File: src/rtl/muldiv_unit.sv
// Iterative 32-bit multiply/divide unit holding the architectural HI/LO pair.
// One bit per cycle: shift-add multiply (LSB-first), restoring divide (MSB-first).
module muldiv_unit (
  input  logic        clk,
  input  logic        reset,
  input  logic        start,
  input  logic [1:0]  op,
  input  logic [31:0] a,
  input  logic [31:0] b,
  input  logic        hi_we,
  input  logic        lo_we,
  input  logic [31:0] wdata,
  output logic        busy,
  output logic        done,
  output logic [31:0] hi,
  output logic [31:0] lo
);

  typedef enum logic [1:0] {IDLE, RUN, FIX} state_t;

  state_t      state, state_next;
  logic [1:0]  op_q;        // op[1]: divide, op[0]: signed
  logic        sign_a, sign_b;
  logic [31:0] mag_a, mag_b;
  logic [63:0] acc;         // product, or quotient in [31:0] for divide
  logic [31:0] rem;
  logic [4:0]  cnt;

  logic [32:0] mul_sum;
  logic [32:0] div_shift;   // 33-bit partial remainder after shifting in a dividend bit
  logic        div_ok;
  logic [31:0] res_hi, res_lo;

  function automatic logic [31:0] abs32(input logic signed [31:0] v);
    return v[31] ? -v : v;
  endfunction

  function automatic logic [63:0] neg64(input logic [63:0] v);
    return -v;
  endfunction

  function automatic logic [31:0] neg32(input logic [31:0] v);
    return -v;
  endfunction

  // State register
  always_ff @(posedge clk) begin
    if (reset) state <= IDLE;
    else       state <= state_next;
  end

  // Next-state logic: 32 RUN cycles, then one FIX cycle
  always_comb begin
    state_next = state;
    unique case (state)
      IDLE:    if (start) state_next = RUN;
      RUN:     if (cnt == 5'd31) state_next = FIX;
      FIX:     state_next = IDLE;
      default: state_next = IDLE;
    endcase
  end

  assign busy = (state != IDLE);

  // Single-bit step datapath for both algorithms
  always_comb begin
    mul_sum   = {1'b0, acc[63:32]} + (mag_b[cnt] ? {1'b0, mag_a} : 33'd0);
    div_shift = {rem, mag_a[5'd31 - cnt]};
    div_ok    = (div_shift >= {1'b0, mag_b});
  end

  // Sign correction and divide-by-zero handling at completion
  always_comb begin
    res_hi = acc[63:32];
    res_lo = acc[31:0];
    if (op_q[1]) begin
      res_lo = acc[31:0];
      res_hi = rem;
      // A zero divisor leaves an all-ones quotient that must not be negated
      if (op_q[0] && (sign_a ^ sign_b) && (mag_b != 32'd0)) res_lo = neg32(acc[31:0]);
      // Remainder follows the dividend; with b=0 this reproduces the original a
      if (op_q[0] && sign_a) res_hi = neg32(rem);
    end else if (op_q[0] && (sign_a ^ sign_b)) begin
      {res_hi, res_lo} = neg64(acc);
    end
  end

  // Operand capture, iteration, result write-back and direct HI/LO writes
  always_ff @(posedge clk) begin
    if (reset) begin
      op_q   <= 2'b00;
      sign_a <= 1'b0;
      sign_b <= 1'b0;
      mag_a  <= 32'd0;
      mag_b  <= 32'd0;
      acc    <= 64'd0;
      rem    <= 32'd0;
      cnt    <= 5'd0;
      hi     <= 32'd0;
      lo     <= 32'd0;
      done   <= 1'b0;
    end else begin
      done <= 1'b0;
      unique case (state)
        IDLE: begin
          if (hi_we) hi <= wdata;
          if (lo_we) lo <= wdata;
          if (start) begin
            op_q   <= op;
            sign_a <= op[0] & a[31];
            sign_b <= op[0] & b[31];
            mag_a  <= op[0] ? abs32(a) : a;
            mag_b  <= op[0] ? abs32(b) : b;
            acc    <= 64'd0;
            rem    <= 32'd0;
            cnt    <= 5'd0;
          end
        end
        RUN: begin
          cnt <= cnt + 5'd1;
          if (op_q[1]) begin
            rem <= div_ok ? (div_shift[31:0] - mag_b) : div_shift[31:0];
            acc <= {acc[63:32], acc[30:0], div_ok};
          end else begin
            acc <= {mul_sum, acc[31:1]};
          end
        end
        FIX: begin
          hi   <= res_hi;
          lo   <= res_lo;
          done <= 1'b1;
        end
        default: ;
      endcase
    end
  end

endmodule

File: config.mk
export PLATFORM = sky130hd
export DESIGN_NAME = muldiv_unit
export DESIGN_NICKNAME = d
export VERILOG_FILES = /design/src/rtl/muldiv_unit.sv
export SDC_FILE = /design/constraint.sdc
export NUM_CORES = 1
export LEC_CHECK = 0
export CAP_MARGIN = 20
export CORE_MARGIN = 8
export CORE_UTILIZATION = 55
export DETAILED_ROUTE_END_ITERATION = 7
export GPL_TIMING_DRIVEN = 0
export PLACE_DENSITY = 0.83
export SLEW_MARGIN = 20
export SYNTH_ARGS = -nofsm -noshare
export SYNTH_HDL_FRONTEND = slang
export SYNTH_SLANG_ARGS = --single-unit
File: constraint.sdc
create_clock -name clk -period 5.8 [get_ports clk]
set_input_delay 0.58 -clock clk [delete_from_list [all_inputs] [get_ports clk]]
set_output_delay 0.58 -clock clk [all_outputs]
set_load 0.005 [all_outputs]
==> impl_metrics.json, run 1 <==
{
  "synth_fa_ha_area_frac": 0.0547,
  "vias": 17500,
  "grtUsageTotal": 0.303,
  "min_to": "mag_a[31]$_SDFFE_PP0P_",
  "holdPathStages": 2,
  "status": "completed",
  "dieArea_um2": 36300,
  "r2r_cells": 18,
  "core-area_um2": 30300,
  "start_util": 0.553,
  "relSlewSlack": 0.359,
  "routed_wl_um": 57000,
  "hp-class": "reg2reg",
  "setup_viol": 0,
  "syn_avg_cell_area_um2": 7.68,
  "clkTransAtPathRegs_ns": 0.07,
  "synth_xor_area_frac": 0.0984,
  "rows": 64,
  "hold_viol": 0,
  "antenna_found_initial": 0,
  "post-route-period-util": 0.949,
  "post_cts_buffers": 0,
  "powerDensity_nw_per_um2": 213,
  "first_global_vias": 16700,
  "synth_edf_count": 0,
  "via_per_inst": 6.28,
  "synth_area_um2": 16700,
  "p_leak_nw": 7.58,
  "grt_max_degree": 15,
  "startpoint_type": "flip-flop",
  "final_layout_size_suffix_gt1_frac": 0.0452,
  "synth_top_family_by_area": "compound AO/OA/AOI/OAI gates",
  "worst-r2r-setup-slack_ns": 0.30,
  "yosysSeqAreaShare": 0.282,
  "drt_iter0_drc": 1769,
  "worstMarginPinSlew_ns": 0.962,
  "hpwl_um": 44700,
  "fin_skew_ns": 0.0174,
  "post_drt_wl_per_cell_um": 20.5,
  "layout.area.seq_um2": 4720,
  "path_max_fanout": 10,
  "io-pin-count": 169,
  "final_common_cell": "nor2_1",
  "drv_cap": 0,
  "required_ns": 6.22,
  "placed_area_um2": 18900,
  "reg2reg_from": "cnt[1]$_SDFFE_PP0P_",
  "fin_crit_ns": 5.50,
  "cp_data_arrival_time_ns": 5.93,
  "ys_warn_count": 0,
  "final_cell_mix": "nor2_1, dfxtp_1, a21oi_1",
  "yosys.area_share.simple": 0.211,
  "synth_compound_area_frac": 0.251,
  "fin_util": 0.652,
  "cts_tree": "done",
  "grt_pass1_wl_um": 89500,
  "die_h_um": 190,
  "path_class": "reg2reg",
  "r2r_end": "acc[62]$_SDFFE_PP0P_",
  "synthMuxAreaShare": 0.0539,
  "fin_nets": 2550,
  "syn_nets": 2355,
  "clkLatencyLatePin_ns": 0.55,
  "synthArstFlopShare": 0,
  "io_buffers": 167,
  "cts_buffers": 25,
  "max-vdd-ir-drop_mv": 0.222,
  "fill_cells": 2618,
  "critPathCaptureType": "flip-flop",
  "min_from": "mag_a[31]$_SDFFE_PP0P_",
  "multiInputGateArea_um2": 11200,
  "overflow": 0,
  "drt-pass1-iter-count": 8,
  "rsz0062_at_grt": "no",
  "fmax_ghz": 0.182,
  "place_congestion": 0.969,
  "fp.dieW_um": 190,
  "antennaDiodeCount": 0,
  "synthCells": 2180,
  "ys.flop_type": "dfxtp_1",
  "clockRootBuffer": "clkbuf_16",
  "yosys_register_bits": 236,
  "ys_types": 81,
  "drc": 0,
  "slew_viol_final": 0,
  "cts_sinks": 236,
  "ant_nets": 0,
  "syn_to_final_growth_pct": 18.0,
  "final_area_um2": 19700,
  "clk_path_buf_depth": 3,
  "h-tree-depth": 1
}
[cell usage after synthesis (all sizes together), types with 46 or more instances]
| cell | number | area [um2] |
|---|---|---|
| nor2 | 326 | 1230 |
| dfxtp | 236 | 4720 |
| a21oi | 189 | 946 |
| nand2 | 184 | 691 |
| o21ai | 130 | 651 |
| clkbuf | 122 | 459 |
| xor2 | 106 | 928 |
| a211oi | 93 | 708 |
| xnor2 | 82 | 718 |
| ha | 70 | 876 |
| inv | 64 | 240 |
| a31oi | 46 | 288 |
[power by group]
group / leakage (nW) / internal, mW / switching, mW
combinational: 5.25 / 0.352 / 0.472
sequential: 1.93 / 1.70 / 0.0695
clock: 0.400 / 0.933 / 0.692
total: 7.58 / 2.98 / 1.23
[state kept, by name, summed over array words and instances (netlist names), 2 cells and up]
name	count
lo	32
acc	64
op_q	2
state	2
hi	32
mag_a	32
rem	32
cnt	5
mag_b	32
[per-layer routing]
metal | wire (um) | share of wire | track usage
met1 | 23800 | 0.42 | 0.390
met2 | 25300 | 0.44 | 0.489
met3 | 5420 | 0.095 | 0.0545
met4 | 2530 | 0.044 | 0.133
met5 | 0 | 0 | 0
[metrics by stage]
stage / power [mW] / setup TNS (ns) / cells / hold WS (ns) / setup WS (ns)
4_1_cts: 4.19 / 0 / 2788 / 0.471 / 0.0569
3_3_place_gp: 2.58 / -1.12 / 2743 / 0.457 / -0.329
3_5_place_dp: 2.60 / -1.72 / 2744 / 0.463 / -0.354
5_1_grt: 4.36 / 0 / 2788 / 0.493 / 0.0527
2_1_floorplan: 2.26 / 0 / 2180 / 0.437 / 0.687
6_report: 4.21 / 0 / 2788 / 0.472 / 0.295
[area by class of cell]
class                           instances  area share
Buffer                                146      0.0297
Clock buffer                           34      0.0354
Clock inverter                         10     0.00558
Inverter                               64      0.0122
Multi-Input combinational cell       1734       0.568
Sequential cell                       236       0.239
Tap cell                              396      0.0251
Timing Repair Buffer                  168      0.0850
[worst max path at each step]
stage          slack (ns)                start                    to
2_1_floorplan        0.69  cnt[0]$_SDFFE_PP0P_  rem[30]$_SDFFE_PP0P_
3_3_place_gp        -0.33  cnt[0]$_SDFFE_PP0P_  rem[30]$_SDFFE_PP0P_
3_5_place_dp        -0.35  cnt[0]$_SDFFE_PP0P_  rem[30]$_SDFFE_PP0P_
4_1_cts              0.06  cnt[0]$_SDFFE_PP0P_  rem[30]$_SDFFE_PP0P_
5_1_grt              0.05  cnt[0]$_SDFFE_PP0P_  rem[30]$_SDFFE_PP0P_
6_report             0.30  cnt[1]$_SDFFE_PP0P_  acc[62]$_SDFFE_PP0P_
[worst max-delay path, cell delays in order, from the launching register on]
cell and delay [ns]:
dfxtp_1 0.34, buf_2 0.30, clkbuf_2 0.36, mux4_2 0.34
mux4_2 0.49, mux2i_2 0.40, clkbuf_2 0.30, nor2b_1 0.10
ha_1 0.34, a21oi_1 0.27, nand2b_1 0.10, o31a_1 0.32
a41o_1 0.34, a221oi_1 0.47, a21oi_1 0.23, a21oi_1 0.26
o21ai_0 0.17, xnor2_1 0.16, o21ai_0 0.08
[cells by family (layout without fill, tap and decap cells)]
logic type	count (synthesis)	after routing
DFF	236	236
xor gates and xnor gates	188	188
muxes	65	65
and+or+nand+nor	753	753
buffers and inverters	210	422
AOI/OAI and AO/OA	656	656
adders and majority gates	72	72
[timing repair]
item / 4_1_cts / 5_1_grt
endpoints found under the setup margin: 9 / 7
resized for setup: 4 / 9
hold buffers: 0 / 0
Power figures use the tool's default switching activity.
==> inputs of run 2 (changes only) <==
--- a/config.mk
+++ b/config.mk
@@ -8,6 +8,8 @@
 export CAP_MARGIN = 20
 export CORE_MARGIN = 8
 export CORE_UTILIZATION = 55
+export CTS_CLUSTER_DIAMETER = 40
+export CTS_CLUSTER_SIZE = 20
 export DETAILED_ROUTE_END_ITERATION = 7
 export GPL_TIMING_DRIVEN = 0
 export PLACE_DENSITY = 0.83
==> run 2 against run 1 <==
  * Hold slack lost 0.0049 ns
  * Non-clock buffer count stayed put
  * Total power is 18% higher
  * Via count rose by 0.84%
  * Die area unchanged
  * Worst setup slack got worse by 0.024 ns
  * First-iteration DRC count grew 4.8%
  * Combinational power is essentially flat
  * Sequential power barely moved
  * Register-to-register slack worse by 0.02 ns
  * Clock skew about the same
  * Cell area up 2.7%
  * Critical path type unchanged
  * Largest cell class unchanged
  * Largest power group is now the clock network
==> impl_metrics.json, run 2 (same netlist as run 1, synthesis figures left out) <==
{
  "cts_buffers": 38,
  "power_frac_comb": 0.165,
  "io-pin-count": 169,
  "post_drt_wl_per_cell_um": 20.7,
  "grt_pass1_wl_um": 91200,
  "dieArea_um2": 36300,
  "post_cts_buffers": 0,
  "largest_reg_flops": 64,
  "worst-r2r-setup-slack_ns": 0.27,
  "power.net_switching_mw": 1.41,
  "routed_wl_um": 58100,
  "antenna_found_initial": 0,
  "p_int_mw": 3.58,
  "cts_resized": 4,
  "p_leak_nw": 7.83,
  "drc": 0,
  "fin_nets": 2563,
  "fin_crit_ns": 5.53,
  "cts_sinks": 236,
  "h-tree-depth": 2,
  "critPathCaptureType": "flip-flop",
  "place_congestion": 0.969,
  "setup_viol": 0,
  "drt_iter0_drc": 1854,
  "r2r_end": "rem[30]$_SDFFE_PP0P_",
  "p_sw_frac": 0.283,
  "via_per_inst": 6.28,
  "rows": 64,
  "clk_path_buf_depth": 3,
  "overflow": 0,
  "post-route-period-util": 0.953,
  "antennaDiodeCount": 0,
  "startpoint_type": "flip-flop",
  "fin_util": 0.670,
  "clockRootBuffer": "clkbuf_16",
  "core-area_um2": 30300,
  "ctsHoldBuffers": 0,
  "hp-class": "reg2reg",
  "clkTransAtPathRegs_ns": 0.06,
  "r2r_cells": 18,
  "p_clk_frac": 0.480,
  "final_area_um2": 20300,
  "path_max_fanout": 10,
  "relSlewSlack": 0.345,
  "clkLatencyLatePin_ns": 0.53,
  "io_buffers": 167,
  "die_h_um": 190,
  "vias": 17700,
  "power_mw": 4.99,
  "start_util": 0.553,
  "rsz0062_at_grt": "no",
  "cts_tree": "done",
  "max-vdd-ir-drop_mv": 0.172,
  "worstMarginPinSlew_ns": 0.982,
  "final_cells": 2813,
  "grt_max_degree": 12,
  "reg2reg_from": "cnt[0]$_SDFFE_PP0P_",
  "required_ns": 6.21,
  "top_register": "acc",
  "dp.cells": 2744,
  "syn_to_final_growth_pct": 21.2,
  "first_global_vias": 17000,
  "status": "completed",
  "slew_viol_final": 0,
  "drv_cap": 0,
  "final_layout_size_suffix_gt1_frac": 0.0559,
  "fin_skew_ns": 0.0175,
  "drt-pass1-iter-count": 6,
  "hpwl_um": 44700,
  "ant_nets": 0,
  "hold_viol": 0,
  "cp-endpoint": "rem[30]$_SDFFE_PP0P_",
  "path_class": "reg2reg",
  "fmax_ghz": 0.181,
  "seqPwrFrac": 0.354,
  "crit_start": "cnt[0]$_SDFFE_PP0P_",
  "fp.dieW_um": 190,
  "powerDensity_nw_per_um2": 246,
  "final_cell_mix": "nor2_1, dfxtp_1, a21oi_1",
  "final_common_cell": "nor2_1",
  "fill_cells": 2561,
  "cp_data_arrival_time_ns": 5.93,
  "grtUsageTotal": 0.310,
  "placed_area_um2": 18900
}
==> run 2: cell types whose count changed in the layout (fill, tap and decap cells not counted), sizes merged <==
cell / previous run / this run
clkbuf: 157 / 171
clkinv: 5 / 6
clkinvlp: 1 / 6
bufinv: 2 / 4
inv: 66 / 69
==> run 2: cell type report <==
cell class	instances	area (um2)	area share
Multi-Input combinational cell	1734	11200	0.553
Sequential cell	236	4720	0.233
Timing Repair Buffer	168	1680	0.0828
Clock buffer	48	1090	0.0538
Buffer	146	586	0.0289
Tap cell	396	495	0.0244
Clock inverter	21	259	0.0128
Inverter	64	240	0.0118
==> run 2: routing by layer <==
metal,part of all wire,wire (um),up-vias,GRT usage
met4,0.050,2890,0,0.163
li1,-,-,8270,-
met1,0.41,23600,8190,0.390
met3,0.10,5910,192,0.0657
met2,0.44,25700,1005,0.494
met5,0,0,-,0
==> run 2: worst min-delay path by stage <==
stage                                       from                      to  slack, ns  cells after the start
after detailed placement  mag_a[31]$_SDFFE_PP0P_  mag_a[31]$_SDFFE_PP0P_       0.46                      2
final                     mag_a[31]$_SDFFE_PP0P_  mag_a[31]$_SDFFE_PP0P_       0.47                      2
after CTS                 mag_a[31]$_SDFFE_PP0P_  mag_a[31]$_SDFFE_PP0P_       0.47                      2
after floorplan           mag_a[30]$_SDFFE_PP0P_  mag_a[30]$_SDFFE_PP0P_       0.44                      2
after global routing       mag_a[0]$_SDFFE_PP0P_   mag_a[0]$_SDFFE_PP0P_       0.50                      2
after global placement    mag_a[30]$_SDFFE_PP0P_  mag_a[30]$_SDFFE_PP0P_       0.46                      2
==> run 2: stage by stage <==
stage | setup WS, ns | setup TNS (ns) | hold WS, ns
final | 0.271 | 0 | 0.467
after global routing | 0.0300 | 0 | 0.497
after floorplan | 0.687 | 0 | 0.437
after CTS | 0.0296 | 0 | 0.470
after global placement | -0.329 | -1.12 | 0.457
after detailed placement | -0.354 | -1.72 | 0.463
==> run 2: critical path: stages, from the launching register on <==
cell,delay [ns]
dfxtp_1,0.35
clkbuf_4,0.26
clkbuf_4,0.30
mux4_2,0.54
mux4_2,0.51
mux2i_4,0.28
ha_1,0.23
inv_1,0.06
fa_1,0.40
a21o_1,0.20
a221o_1,0.41
a211oi_2,0.27
nor3_1,0.13
o22a_1,0.28
a221o_1,0.42
a221o_1,0.32
a21oi_1,0.18
xor2_1,0.18
o21ai_1,0.09
==> run 2: power groups by stage <==
stage                     combinational [mW]  sequential [mW]  clock [mW]
after floorplan                        0.487             1.78           0
after global placement                 0.787             1.80           0
after detailed placement               0.803             1.80           0
after CTS                              0.811             1.77        2.39
after global routing                   0.896             1.78        2.47
final                                  0.825             1.77        2.40
